`src/rtl/ask_two_mod.sv`:
```
// 2-ASK (on-off keying) modulator: parallel words in over valid/ready, serialised MSB first onto y.
// Handshake in cycle T puts the first symbol on y in T+1; din_ready is high in IDLE and on a word's final clock.
module ask_two_mod #(
  parameter int DW       = 8,
  parameter int SYM_CLKS = 8,
  parameter int CAR_HALF = 1
) (
  input  logic          clk,
  input  logic          reset,
  input  logic [DW-1:0] din,
  input  logic          din_valid,
  output logic          din_ready,
  output logic          y,
  output logic          bit_out,
  output logic          sym_start,
  output logic          busy
);

  localparam int SW = $clog2(SYM_CLKS);
  localparam int BW = $clog2(DW);
  localparam int CW = $clog2(CAR_HALF) + 1;

  localparam logic [SW-1:0] SYM_LAST = SW'(SYM_CLKS - 1);
  localparam logic [BW-1:0] BIT_LAST = BW'(DW - 1);
  localparam logic [CW-1:0] CAR_LAST = CW'(2 * CAR_HALF - 1);
  localparam logic [CW-1:0] CAR_MID  = CW'(CAR_HALF);

  typedef enum logic {IDLE, SEND} state_t;

  state_t        state_q, state_d;
  logic [DW-1:0] shift_q, shift_d;
  logic [SW-1:0] sym_cnt_q, sym_cnt_d;
  logic [BW-1:0] bit_cnt_q, bit_cnt_d;
  logic [CW-1:0] car_cnt_q, car_cnt_d;
  logic          y_q, y_d;
  logic          bit_out_q, bit_out_d;
  logic          sym_start_q, sym_start_d;
  logic          busy_q, busy_d;
  logic          word_end;
  logic          hs;
  logic          on_air;

  // The registers always describe the cycle currently on air, so outputs are
  // computed from next-state values and land aligned with the state they show.
  assign word_end  = (state_q == SEND) && (sym_cnt_q == SYM_LAST) && (bit_cnt_q == BIT_LAST);
  assign din_ready = reset && ((state_q == IDLE) || word_end);
  assign hs        = din_valid && din_ready;

  always_comb begin
    state_d   = state_q;
    shift_d   = shift_q;
    sym_cnt_d = sym_cnt_q;
    bit_cnt_d = bit_cnt_q;
    car_cnt_d = car_cnt_q;
    case (state_q)
      IDLE: begin
        if (hs) begin
          shift_d   = din;
          sym_cnt_d = '0;
          bit_cnt_d = '0;
          car_cnt_d = '0;
          state_d   = SEND;
        end
      end
      SEND: begin
        if (sym_cnt_q == SYM_LAST) begin
          sym_cnt_d = '0;
          car_cnt_d = '0;
          shift_d   = {shift_q[DW-2:0], 1'b0};
          if (bit_cnt_q == BIT_LAST) begin
            bit_cnt_d = '0;
            if (hs) shift_d = din;
            else    state_d = IDLE;
          end else begin
            bit_cnt_d = bit_cnt_q + BW'(1);
          end
        end else begin
          sym_cnt_d = sym_cnt_q + SW'(1);
          car_cnt_d = (car_cnt_q == CAR_LAST) ? '0 : car_cnt_q + CW'(1);
        end
      end
      default: state_d = IDLE;
    endcase

    on_air      = (state_d == SEND);
    bit_out_d   = on_air && shift_d[DW-1];
    y_d         = bit_out_d && (car_cnt_d >= CAR_MID);
    sym_start_d = on_air && (sym_cnt_d == '0);
    busy_d      = on_air;
  end

  always_ff @(posedge clk or negedge reset) begin
    if (!reset) begin
      state_q     <= IDLE;
      shift_q     <= '0;
      sym_cnt_q   <= '0;
      bit_cnt_q   <= '0;
      car_cnt_q   <= '0;
      y_q         <= 1'b0;
      bit_out_q   <= 1'b0;
      sym_start_q <= 1'b0;
      busy_q      <= 1'b0;
    end else begin
      state_q     <= state_d;
      shift_q     <= shift_d;
      sym_cnt_q   <= sym_cnt_d;
      bit_cnt_q   <= bit_cnt_d;
      car_cnt_q   <= car_cnt_d;
      y_q         <= y_d;
      bit_out_q   <= bit_out_d;
      sym_start_q <= sym_start_d;
      busy_q      <= busy_d;
    end
  end

  assign y         = y_q;
  assign bit_out   = bit_out_q;
  assign sym_start = sym_start_q;
  assign busy      = busy_q;

endmodule

```
`config.mk`:
```
export PLATFORM = sky130hd
export DESIGN_NAME = ask_two_mod
export DESIGN_NICKNAME = d
export VERILOG_FILES = /design/src/rtl/ask_two_mod.sv
export SDC_FILE = /design/constraint.sdc
export NUM_CORES = 1
export LEC_CHECK = 0
export CAP_MARGIN = 20
export CORE_ASPECT_RATIO = 0.7
export CORE_UTILIZATION = 35
export CTS_CLUSTER_SIZE = 24
export DETAILED_ROUTE_END_ITERATION = 10
export SYNTH_ARGS = -nofsm -noshare
export SYNTH_HDL_FRONTEND = slang
export SYNTH_SLANG_ARGS = --single-unit
```
`constraint.sdc`:
```
create_clock -name clk -period 4.7 [get_ports clk]
set_input_delay 1.41 -clock clk [delete_from_list [all_inputs] [get_ports clk]]
set_output_delay 1.41 -clock clk [all_outputs]
set_load 0.02 [all_outputs]
```
==> flow_summary.toml <==
[cts]
clock-sinks = 19
clk_pin_slew_ns = 0.07
cts_max_path_buffers = 2
numCtsBuffers = 3
cts_tree = "yes"
clock_latency_ns = 0.26
cts_hold_buf = 0
cts_htree_levels = 1
cts_resized = 0
root_buffer = "clkbuf_8"
post_cts_buffers = 0

[timing]
slew_viol_final = 0
finalCritPeriodShare = 0.856
finClkSkew_ns = 0.00464
tightest_slew_ns = 0.590
hold_viol_final = 0
setup-violations-final = 0
fmax_ghz = 0.249
relSlewSlack = 0.607
layout_min_cycle_time_ns = 4.02
rsz0062_at_grt = "false"
fin_tns_setup_ns = 0

[worst_setup_path]
path_common_cell = "clkdlybuf4s50_1"
crit_slowest_cell = "clkdlybuf4s50_1"
required_ns = 3.29
r2r_start = "sym_cnt_q[0]"
arrival_ns = 2.61
cp_max_fo = 2
slowest_delay_ns = 0.60
cp-startpoint = "reset"
end_kind = "output pin"
start_kind = "primary input"
crit_path_cell_trace = "clkdlybuf4s50_1 > nor2b_2 > clkdlybuf4s50_1"
worstSetupPathType = "primary input to output pin"

[pwr]
p_leak_nw = 0.522
power.density_nw_per_um2 = 532
ir_worst_vdd_v = 0.000186

[layout]
fin_util = 0.465
fillers = 246
fin_nets = 119
diodes = 0
area_growth_pct = 20.1
drive_above_1_share = 0.184

[min_path]
hp-class = "flop to flop"
hp-start = "car_cnt_q"

[global_route]
grt_pass1_vias = 648
grt.busiest_layer = "met1"
antenna_found_initial = 0
use_met1 = 0.202
grt_use_total = 0.142
grt_max_degree = 25
use_met2 = 0.198
grt_use_met3 = 0.0510
grt_overflow_total = 0
grt_pass1_wl_um = 3080

[floorplanning]
dieArea_um2 = 3090
dieHeight_um = 46.8
fp-row-count = 15
start_util = 0.387
ios = 16
fp.coreArea_um2 = 2590
die_x_um = 66

[route]
drt-vias-per-instance = 5.15
routed_wl_um = 1920
vias = 706
ant_nets = 0
drc_errors = 0
drt-wirelength-per-cell_um = 14.0
drt-initial-drc-count = 45
first_pass_iters = 4

[synth]
synth_cell_types = 31
avgSynthCellArea_um2 = 11.4
yosysWarnings = 0
syn-num-nets = 103
synth.area.top_cells = "dfrtp_1 47%, ha_1 5.0%, a221o_1 4.0%"
yosysTopAreaCellShare = 0.474
seq_area_frac_synth = 0.474
synth_area_leader_cell = "dfrtp_1"
ys_ff_latch = 19
syn-cell-area_um2 = 1000
syn_inst = 88

[place]
place.gp.congestion = 0.765
port_buffers = 15
dp_hpwl_um = 1390

[run_status]
status = "completed"

[flow_run]
cap_violations = 0
[Yosys cell counts, drive strengths merged]
library cell and instances:
or2 1, a221oi 1, nand2b 3, dfrtp 19, clkbuf 1, o21a 1
nand2 11, nor2 2, inv 2, mux2 4, nor2b 2, nand3 4
o21ai 6, a21boi 1, nor3b 5, a221o 4, nor3 3, a211oi 1
ha 4, a22o 1, and3 1, o22ai 6, buf 4, and2 1
[sequential cells by signal, summed over array words and instances (netlist names)]
name and cells:
sym_cnt_q 3, bit_cnt_q 3, shift_q 8, busy 1, bit_out 1, car_cnt_q 1
sym_start 1, y 1
[through the flow]
stage	hold WS, ns	cells	cell area [µm²]	power [mW]	setup WS (ns)
floorplan	0.431	88	1000	0.462	1.65
global placement	0.447	133	1160	0.518	0.657
detailed placement	0.468	133	1160	0.533	0.665
CTS	0.478	137	1200	0.648	0.655
global route	0.510	137	1200	0.693	0.636
finish	0.471	137	1200	0.641	0.678
[cells in the final DEF, fill, tap and decap left out, types with 2 or more instances in the layout]
master           count
a221o_1              4
dfrtp_1             19
mux2_2               2
nor3b_2              3
clkbuf_8             3
mux2_4               2
o21ai_1              2
nor3b_1              2
nand2b_1             3
o21ai_0              4
clkdlybuf4s50_1     15
ha_1                 4
nand2_4              2
inv_1                2
nand3_1              4
o22ai_1              6
nand2_1              9
nor3_1               3
[routing by layer]
metal	wire (µm)	vias to the layer above	share of wire
met5	0	-	0
met4	23	0	0.012
met3	105	2	0.055
met2	792	17	0.41
met1	998	335	0.52
li1	-	352	-
[worst max-delay path: cells and delay by family]
family,cells,cell delay [ns]
simple gates,1,0.13
buf+inv,2,1.07
[power by group]
group / leakage, nW / switching [mW] / internal (mW)
registers: 0.239 / 0.0412 / 0.229
logic: 0.258 / 0.128 / 0.129
clock network: 0.0255 / 0.0555 / 0.0590
[worst paths after layout]
path	slack, ns	to	cells after the start
worst max-delay path	0.68	din_ready	3
worst min-delay path	0.47	y	1
worst max register to register	2.72	shift_q[5]	5
worst min register to register	0.47	y	1
max in group asynchronous	2.93	sym_cnt_q[2]	2
min in group asynchronous	1.53	sym_start	2
[logic make-up (layout without fill, tap and decap cells)]
family,count (synthesis),count (layout),share of synthesized area
AO/OA/AOI/OAI,21,21,0.165
adder cells (fa/ha/maj),4,4,0.0499
buffers and inverters,7,22,0.0524
flip-flops,19,19,0.474
multiplexers,4,4,0.0524
AND/OR/NAND/NOR,33,33,0.207
[final cells by class]
cell class	count	area, µm²	share of cell area
flip-flops and latches	19	475	0.395
multi-input cells	62	475	0.395
repair buffers	16	158	0.131
well taps	34	42.5	0.0353
inverters	2	7.51	0.00623
clock inverters	1	5.00	0.00415
clock buffers	3	41.3	0.0343
Note: power is estimated with default switching activity, not from simulation.
